### config.mk
export PLATFORM = sky130hd
export DESIGN_NAME = uart_rx_fifo
export DESIGN_NICKNAME = d
export VERILOG_FILES = /design/src/rtl/uart_rx_fifo_pkg.sv /design/src/rtl/uart_fifo_mem.sv /design/src/rtl/uart_rx_fifo.sv
export SDC_FILE = /design/constraint.sdc
export NUM_CORES = 1
export LEC_CHECK = 0
export CAP_MARGIN = 20
export CORE_MARGIN = 10
export CORE_UTILIZATION = 45
export CTS_CLUSTER_DIAMETER = 200
export DETAILED_ROUTE_END_ITERATION = 8
export PLACE_DENSITY = 0.59
export SETUP_SLACK_MARGIN = 0.2
export SYNTH_ARGS = -nofsm -noshare
export SYNTH_HDL_FRONTEND = slang
export SYNTH_SLANG_ARGS = --single-unit
### constraint.sdc
create_clock -name clk -period 2.33 [get_ports clk]
set_input_delay 0.3495 -clock clk [delete_from_list [all_inputs] [get_ports clk]]
set_output_delay 0.3495 -clock clk [all_outputs]
set_load 0.05 [all_outputs]
### src/rtl/uart_rx_fifo_pkg.sv
// Shared UART constants used by the receiver, transmitter and rx FIFO.
// Holds the system clock default, data width and FIFO sizing defaults.
package uart_rx_fifo_pkg;
  localparam int CLK_PER       = 100_000_000;
  localparam int UART_DATA_W   = 8;
  localparam int FIFO_DEPTH    = 16;
  localparam int FIFO_AF_LEVEL = 12;
endpackage

### src/rtl/uart_fifo_mem.sv
// FIFO storage: DEPTH x DATA_W register array.
// Synchronous write, asynchronous read, contents never reset.
module uart_fifo_mem #(
  parameter int DATA_W = 8,
  parameter int DEPTH  = 16,
  localparam int PW    = $clog2(DEPTH)
) (
  input  logic              clk,
  input  logic              we_i,
  input  logic [PW-1:0]     waddr_i,
  input  logic [DATA_W-1:0] wdata_i,
  input  logic [PW-1:0]     raddr_i,
  output logic [DATA_W-1:0] rdata_o
);

  logic [DATA_W-1:0] mem_q [DEPTH];

  // store incoming byte at the write pointer
  always_ff @(posedge clk) begin
    if (we_i) mem_q[waddr_i] <= wdata_i;
  end

  assign rdata_o = mem_q[raddr_i];

endmodule

### src/rtl/uart_rx_fifo.sv
// UART receive buffer: FWFT circular FIFO with level and sticky flags.
// Macro UART_RX_FIFO_STATUS_EN adds frame_err and almost_full.
import uart_rx_fifo_pkg::*;

module uart_rx_fifo #(
  parameter int DATA_W   = UART_DATA_W,
  parameter int DEPTH    = FIFO_DEPTH,
  parameter int AF_LEVEL = FIFO_AF_LEVEL,
  localparam int PW      = $clog2(DEPTH),
  localparam int LW      = $clog2(DEPTH) + 1
) (
  input  logic              clk,
  input  logic              rst_n,
  input  logic [DATA_W-1:0] rx_data,
  input  logic              rx_done,
  input  logic              rx_err,
  input  logic              rd_en,
  output logic [DATA_W-1:0] rd_data,
  output logic              empty,
  output logic              full,
  output logic [LW-1:0]     level,
  output logic              overflow,
  input  logic              ovf_clr,
  output logic              almost_full,
  output logic              frame_err
);

  logic [PW-1:0]     wr_ptr_q, wr_ptr_d;
  logic [PW-1:0]     rd_ptr_q, rd_ptr_d;
  logic [LW-1:0]     level_q, level_d;
  logic              empty_q, full_q, ovf_q;
  logic              empty_d, full_d, ovf_d;
  logic              rd_ok, wr_ok, drop, bad;
  logic [DATA_W-1:0] mem_rdata;

`ifdef UART_RX_FIFO_STATUS_EN
  logic ferr_q, ferr_d, af_q, af_d;
  assign bad = rx_done && rx_err;
`else
  logic unused_cfg;
  assign bad        = 1'b0;
  assign unused_cfg = rx_err ^ AF_LEVEL[0];
`endif

  // pointer, level and sticky-flag next state
  always_comb begin
    rd_ok    = rd_en && !empty_q;
    wr_ok    = rx_done && !bad && (!full_q || rd_ok);
    drop     = rx_done && !bad && full_q && !rd_ok;
    wr_ptr_d = wr_ptr_q;
    rd_ptr_d = rd_ptr_q;
    level_d  = level_q;
    if (wr_ok) wr_ptr_d = wr_ptr_q + PW'(1);
    if (rd_ok) rd_ptr_d = rd_ptr_q + PW'(1);
    if (wr_ok && !rd_ok) level_d = level_q + LW'(1);
    if (!wr_ok && rd_ok) level_d = level_q - LW'(1);
    empty_d = (level_d == '0);
    full_d  = (level_d == LW'(DEPTH));
    ovf_d   = drop | (ovf_q & ~ovf_clr);
`ifdef UART_RX_FIFO_STATUS_EN
    ferr_d  = bad | (ferr_q & ~ovf_clr);
    af_d    = (int'(level_d) >= AF_LEVEL);
`endif
  end

  // state registers, async active-low reset
  always_ff @(posedge clk or negedge rst_n) begin
    if (!rst_n) begin
      wr_ptr_q <= '0;
      rd_ptr_q <= '0;
      level_q  <= '0;
      empty_q  <= 1'b1;
      full_q   <= 1'b0;
      ovf_q    <= 1'b0;
    end else begin
      wr_ptr_q <= wr_ptr_d;
      rd_ptr_q <= rd_ptr_d;
      level_q  <= level_d;
      empty_q  <= empty_d;
      full_q   <= full_d;
      ovf_q    <= ovf_d;
    end
  end

`ifdef UART_RX_FIFO_STATUS_EN
  // status flags only present with the feature enabled
  always_ff @(posedge clk or negedge rst_n) begin
    if (!rst_n) begin
      ferr_q <= 1'b0;
      af_q   <= 1'b0;
    end else begin
      ferr_q <= ferr_d;
      af_q   <= af_d;
    end
  end
  assign frame_err   = ferr_q;
  assign almost_full = af_q;
`else
  assign frame_err   = 1'b0;
  assign almost_full = 1'b0;
`endif

  uart_fifo_mem #(
    .DATA_W (DATA_W),
    .DEPTH  (DEPTH)
  ) u_mem (
    .clk     (clk),
    .we_i    (wr_ok),
    .waddr_i (wr_ptr_q),
    .wdata_i (rx_data),
    .raddr_i (rd_ptr_q),
    .rdata_o (mem_rdata)
  );

  assign rd_data  = empty_q ? '0 : mem_rdata;
  assign empty    = empty_q;
  assign full     = full_q;
  assign level    = level_q;
  assign overflow = ovf_q;

endmodule

==> impl_metrics.py, run 1 <==
metrics = {
    "detailed_routing": {
        "wl_per_cell_um": 21.23,
        "routed_wirelength_um": 11550,
        "vias": 2899,
        "viasPerCell": 5.329,
        "drc": 0,
        "drtPass1Iterations": 4,
        "drt_iter0_drc": 287,
        "ant_nets": 0,
    },
    "power": {
        "combPwrFrac": 0.424,
        "p_int_mw": 6.645,
        "switching_power_mw": 3.497,
        "pwr-share-clk": 0.238,
        "power_frac_seq": 0.338,
        "powerDensity_mw_per_mm2": 1399,
        "irDropWorstVdd_uv": 665.2,
        "total_power_mw": 10.14,
        "power.leakage_nw": 2.469,
        "swShare": 0.3448,
    },
    "outcome": {
        "violations": "setup timing",
        "status": "finished with violations",
    },
    "cts": {
        "root_buffer": "clkbuf_16",
        "cts.clk_slew.worst_paths_ns": 0.05,
        "ctsHoldBuffers": 0,
        "htreeDepth": 4,
        "cts_setup_buffers": 0,
        "clkSinkCount": 144,
        "clk_path_buf_depth": 2,
        "numCtsBuffers": 17,
        "clk_latency_ns": 0.41,
        "cts_tree": "yes",
    },
    "sta": {
        "fin_skew_ns": 0.003648,
        "timing.final.ws_setup_ns": -0.1751,
        "rsz0062_at_grt": "yes",
        "finalCritPeriodShare": 1.075,
        "relSlewSlack": 0.4816,
        "setup_viol_count_final": 8,
        "finalSetupTns_ns": -1.269,
        "tightest_slew_ns": 0.7751,
        "finalCriticalPeriod_ns": 2.505,
        "fmax_mhz": 399.2,
        "hold_ws_ns": 0.3940,
        "slew_viol_final": 0,
        "hold_viol": 0,
    },
    "logic_synthesis": {
        "async_reset_ff_frac": 0.1111,
        "synthCells": 303,
        "synthDistinctLibCells": 35,
        "synth_area_mm2": 0.005814,
        "synth_ff_type": "edfxtp_1",
        "avgSynthCellArea_um2": 19.19,
        "ys_seq_area_frac": 0.7301,
        "synth-edff-count": 128,
        "ys_warn_count": 0,
        "yosys_register_bits": 144,
    },
    "flow_run": {
        "maxCapViolCount": 0,
    },
    "floorplan": {
        "core_mm2": 0.01262,
        "die_area_mm2": 0.01787,
        "rows": 41,
        "die_w_um": 133.7,
        "initial_core_util": 0.4607,
        "io_pins": 32,
        "die_y_um": 133.7,
    },
    "cells_and_area": {
        "fin_util": 0.5747,
        "diodes": 0,
        "most-common-layout-cells": "edfxtp_1, mux4_2, buf_4, clkbuf_16, clkdlybuf4s50_1",
        "nNetsFinal": 381,
        "stdcell_count": 544,
        "areaGrowthSynthToFinish_pct": 24.73,
        "final_area_mm2": 0.007252,
        "final_common_cell": "edfxtp_1",
        "layout-drive-gt1-share": 0.3360,
    },
    "critical_path": {
        "crit_start": "rd_ptr_q[0]$_DFFE_PN0P_",
        "cp_data_arrival_time_ns": 2.16,
        "timing.rr.start": "empty$_DFF_PN1_",
        "worst_path_largest_cell_delay_ns": 0.52,
        "cp-end-kind": "output pin",
        "cpLargestDelayFamily": "multiplexers",
        "required_ns": 1.98,
        "cp_max_fo": 10,
        "start_kind": "flip-flop",
        "critPathKind": "reg -> out",
        "slowest_stage": "mux4_2",
        "path_cells": "buf_8, mux4_2, mux2i_2, o22ai_2, buf_12",
        "path_buf_inv": 2,
    },
    "place": {
        "place_congestion": 0.7186,
        "dp_cells": 513,
        "port_buffers": 28,
        "hpwl_um": 7497,
        "pre_cts_slack_ns": 0.1422,
        "dpl_cell_area_mm2": 0.006596,
    },
    "global_routing": {
        "antenna_found_initial": 0,
        "track_usage": 0.1395,
        "grt_start_max_net_pins": 22,
        "gr-total-overflow": 0,
        "grt_pass1_wl_um": 18370,
        "grt_pass1_vias": 3129,
    },
    "worst_hold_path": {
        "hold_class": "in -> async",
    },
}
[power groups by stage]
stage / Clock (mW) / Sequential (mW) / Combinational, mW
finish: 2.42 / 3.43 / 4.30
global route: 2.59 / 3.48 / 4.55
CTS: 2.47 / 3.43 / 4.29
detailed placement: 0 / 3.47 / 4.05
global placement: 0 / 3.46 / 4.01
floorplan: 0 / 3.52 / 2.42
[routing by layer]
layer	wire [µm]	track usage	vias to the layer above
met3	383	0.03534	15
met5	0	0	-
met4	202	0.05925	0
met1	5320	0.1830	1521
met2	5640	0.2159	47
li1	-	-	1316
[cells by family (layout without fill, tap and decap cells)]
logic type                 Yosys count  count (layout)  share of synthesized area
xor gates and xnor gates            10              10                    0.01506
other                                1               2                  0.0006450
muxes                               47              47                     0.1498
buffers and inverters               22              90                    0.01872
and+or+nand+nor                     54              54                    0.04992
DFF                                144             144                     0.7301
adders and majority gates            7               7                    0.01506
AOI/OAI and AO/OA                   18              18                    0.02066
[worst reg2reg max path: cells and delay by family (launching register included)]
kind | cells | cell delay (ns)
and+or+nand+nor | 4 | 0.75
DFF | 1 | 0.59
AOI/OAI and AO/OA | 1 | 0.26
buffers and inverters | 1 | 0.18
[flip-flops by register name (all words and copies together) (netlist names)]
register / flops
u_mem.mem_q: 128
wr_ptr_q: 4
empty: 1
full: 1
overflow: 1
rd_ptr_q: 4
level: 5
[worst paths after layout]
| kind | slack, ns | end | cells after the start |
|---|---|---|---|
| min in group clk | 0.50 | level[4]$_DFF_PN0_ | 1 |
| setup / recovery | -0.18 | rd_data[4] | 5 |
| hold reg to reg | 0.50 | level[4]$_DFF_PN0_ | 1 |
| hold / removal | 0.39 | wr_ptr_q[0]$_DFFE_PN0P_ | 1 |
| setup reg to reg | 0.47 | full$_DFF_PN0_ | 6 |
| max in group asynchronous | 1.40 | rd_ptr_q[0]$_DFFE_PN0P_ | 1 |
[cell type report]
class / instances / area (µm²)
Tap cell: 172 / 215.2
Inverter: 5 / 18.77
Fill cell: 988 / 5368
Timing Repair Buffer: 54 / 616.8
Clock inverter: 12 / 96.34
Multi-Input combinational cell: 138 / 1625
Clock buffer: 19 / 432.9
Sequential cell: 144 / 4247
[synth_stat cells, types with 6 or more instances]
master / count / area share
nand2_1: 14 / 0.0090
edfxtp_1: 128 / 0.66
mux2i_1: 15 / 0.026
nor2_1: 14 / 0.0090
mux4_2: 32 / 0.12
buf_2: 6 / 0.0052
xnor2_1: 8 / 0.012
dfrtp_1: 15 / 0.065
ha_1: 7 / 0.015
o22ai_1: 8 / 0.0086
[what timing repair did]
| item | 4_1_cts | 5_1_grt |
|---|---|---|
| pin swaps | 6 | 1 |
| endpoints found under the setup margin | 9 | 10 |
| gates resized for setup | 19 | 8 |
(Power assumes the default switching activity.)
==> run 2, diff against run 1 <==
--- a/config.mk
+++ b/config.mk
@@ -12,6 +12,7 @@
 export DETAILED_ROUTE_END_ITERATION = 8
 export PLACE_DENSITY = 0.59
 export SETUP_SLACK_MARGIN = 0.2
+export SKIP_LAST_GASP = 1
 export SYNTH_ARGS = -nofsm -noshare
 export SYNTH_HDL_FRONTEND = slang
 export SYNTH_SLANG_ARGS = --single-unit
==> results of run 2 <==
No change in the layout: final DEF, timing and power equal those of run 1.
==> run 3, diff against run 2 <==
--- a/config.mk
+++ b/config.mk
@@ -6,7 +6,7 @@
 export NUM_CORES = 1
 export LEC_CHECK = 0
 export CAP_MARGIN = 20
-export CORE_MARGIN = 10
+export CORE_MARGIN = 2
 export CORE_UTILIZATION = 45
 export CTS_CLUSTER_DIAMETER = 200
 export DETAILED_ROUTE_END_ITERATION = 8
==> impl_metrics.py, run 3 (synthesized netlist as in run 1, its figures left out) <==
metrics = {
    "outcome": {
        "status": "finished with violations",
        "violations": "setup timing",
    },
    "detailed_routing": {
        "drc": 0,
        "drtPass1Iterations": 5,
        "viasPerCell": 5.239,
        "routed_wirelength_um": 11010,
        "drt_iter0_drc": 197,
        "vias": 2866,
        "wl_per_cell_um": 20.13,
        "ant_nets": 0,
    },
    "sta": {
        "fin_skew_ns": 0.003736,
        "rsz0062_at_grt": "yes",
        "finalCritPeriodShare": 1.068,
        "hold_viol": 0,
        "fmax_mhz": 401.7,
        "finalSetupTns_ns": -1.030,
        "finalCriticalPeriod_ns": 2.490,
        "slew_viol_final": 0,
        "relSlewSlack": 0.5166,
        "setup_viol_count_final": 8,
        "tightest_slew_ns": 0.7228,
        "timing.final.ws_setup_ns": -0.1596,
    },
    "floorplan": {
        "rows": 41,
        "die_w_um": 117.7,
        "initial_core_util": 0.4607,
        "die_y_um": 117.7,
        "core_mm2": 0.01262,
        "io_pins": 32,
        "die_area_mm2": 0.01385,
    },
    "global_routing": {
        "grt_start_max_net_pins": 21,
        "grt_pass1_wl_um": 17480,
        "grt_use_met1": 0.2441,
        "grt_use_met3": 0.04845,
        "track_usage": 0.1737,
        "grt_pass1_vias": 2976,
        "met2_usage": 0.2627,
        "busiest_layer": "met2",
        "gr-total-overflow": 0,
        "antenna_found_initial": 0,
    },
    "cells_and_area": {
        "fin_util": 0.5728,
        "layout-drive-gt1-share": 0.3253,
        "final_area_mm2": 0.007228,
        "most-common-layout-cells": "edfxtp_1, mux4_2, buf_4, clkdlybuf4s50_1, clkbuf_16",
        "nNetsFinal": 383,
        "n_fill_cell": 985,
        "areaGrowthSynthToFinish_pct": 24.32,
        "regMostFlops": "u_mem.mem_q",
        "final_common_cell": "edfxtp_1",
        "diodes": 0,
        "largest_reg_flops": 128,
    },
    "cts": {
        "clk_path_buf_depth": 2,
        "root_buffer": "clkbuf_16",
        "clk_latency_ns": 0.41,
        "clkSinkCount": 144,
        "cts.clk_slew.worst_paths_ns": 0.06,
        "htreeDepth": 4,
        "ctsHoldBuffers": 0,
        "numCtsBuffers": 17,
        "cts_tree": "yes",
    },
    "power": {
        "power.leakage_nw": 2.498,
        "powerDensity_mw_per_mm2": 1389,
        "irDropWorstVdd_uv": 572.6,
    },
    "critical_path": {
        "path_cells": "buf_12, mux4_2, mux2i_2, o22ai_2, buf_12",
        "reg2regPathDepth": 6,
        "timing.rr.start": "empty$_DFF_PN1_",
        "cp_data_arrival_time_ns": 2.14,
        "cp-end-kind": "output pin",
        "r2r_end": "empty$_DFF_PN1_",
        "start_kind": "flip-flop",
        "slowest_stage": "mux4_2",
        "cpLargestDelayFamily": "multiplexers",
        "critPathKind": "reg -> out",
        "required_ns": 1.98,
        "path_buf_inv": 2,
        "worst_path_largest_cell_delay_ns": 0.55,
        "path_common_cell": "buf_12",
        "worst-r2r-setup-slack_ns": 0.45,
        "cp_max_fo": 16,
    },
    "place": {
        "pre_cts_slack_ns": 0.1764,
        "dpl_cell_area_mm2": 0.006601,
        "port_buffers": 28,
        "hpwl_um": 6993,
        "place_congestion": 0.7435,
    },
    "flow_run": {
        "maxCapViolCount": 0,
    },
    "worst_hold_path": {
        "hold_class": "in -> async",
    },
}
-- run 3: cell types whose count changed in the layout (fill, tap and decap cells not counted), sizes merged --
cell,previous run,this run
dlymetal6s2s,2,1
clkbuf,19,18
clkinv,7,8
inv,5,6
clkdlybuf4s50,17,18
clkinvlp,4,3
bufinv,1,2
buf,34,36
-- run 3: metal layers --
metal / vias to the layer above / part of all wire
met1: 1451 / 0.43
met2: 82 / 0.49
met5: - / 0
li1: 1321 / -
met3: 12 / 0.071
met4: 0 / 0.012
-- run 3: per-stage QoR --
step,cells,power (mW),hold WS [ns]
detailed placement,512,7.462,0.4966
CTS,547,10.17,0.3836
global placement,512,7.418,0.4864
finish,547,10.04,0.3713
global route,547,10.51,0.4366
floorplan,304,5.945,0.05391
-- run 3: area by class of cell --
| type | instances | area, µm² | area share |
|---|---|---|---|
| clock buffers | 18 | 429.2 | 0.05937 |
| well taps | 172 | 215.2 | 0.02977 |
| repair buffers | 56 | 634.4 | 0.08776 |
| clock inverters | 14 | 141.4 | 0.01956 |
| flip-flops and latches | 144 | 4247 | 0.5875 |
| inverters | 5 | 18.77 | 0.002597 |
| multi-input cells | 138 | 1543 | 0.2134 |
-- run 3: worst max-delay path by stage --
stage | from | endpoint | slack [ns] | cells after the start
2_1_floorplan | empty$_DFF_PN1_ | u_mem.mem_q[1][0]$_DFFE_PP_ | 0.12 | 5
3_3_place_gp | rd_ptr_q[0]$_DFFE_PN0P_ | rd_data[5] | 0.19 | 6
3_5_place_dp | rd_ptr_q[0]$_DFFE_PN0P_ | rd_data[5] | 0.18 | 6
4_1_cts | rd_ptr_q[0]$_DFFE_PN0P_ | rd_data[0] | -0.19 | 5
5_1_grt | rd_ptr_q[0]$_DFFE_PN0P_ | rd_data[4] | -0.25 | 6
6_report | rd_ptr_q[0]$_DFFE_PN0P_ | rd_data[0] | -0.16 | 5
-- run 3: report_power, final --
group          switching (mW)  internal [mW]  leakage [nW]
Sequential              0.233           3.18          1.35
Combinational            2.16           1.90         0.878
Clock                    1.00           1.57         0.273
Total                    3.40           6.65          2.50
-- run 3: what timing repair did --
| item | CTS | global route |
|---|---|---|
| endpoints found under the setup margin | 9 | 9 |
| gates resized for setup | 5 | 2 |
| setup buffers | 3 | 0 |
| cloned | 0 | 0 |
| pin swaps | 0 | 1 |
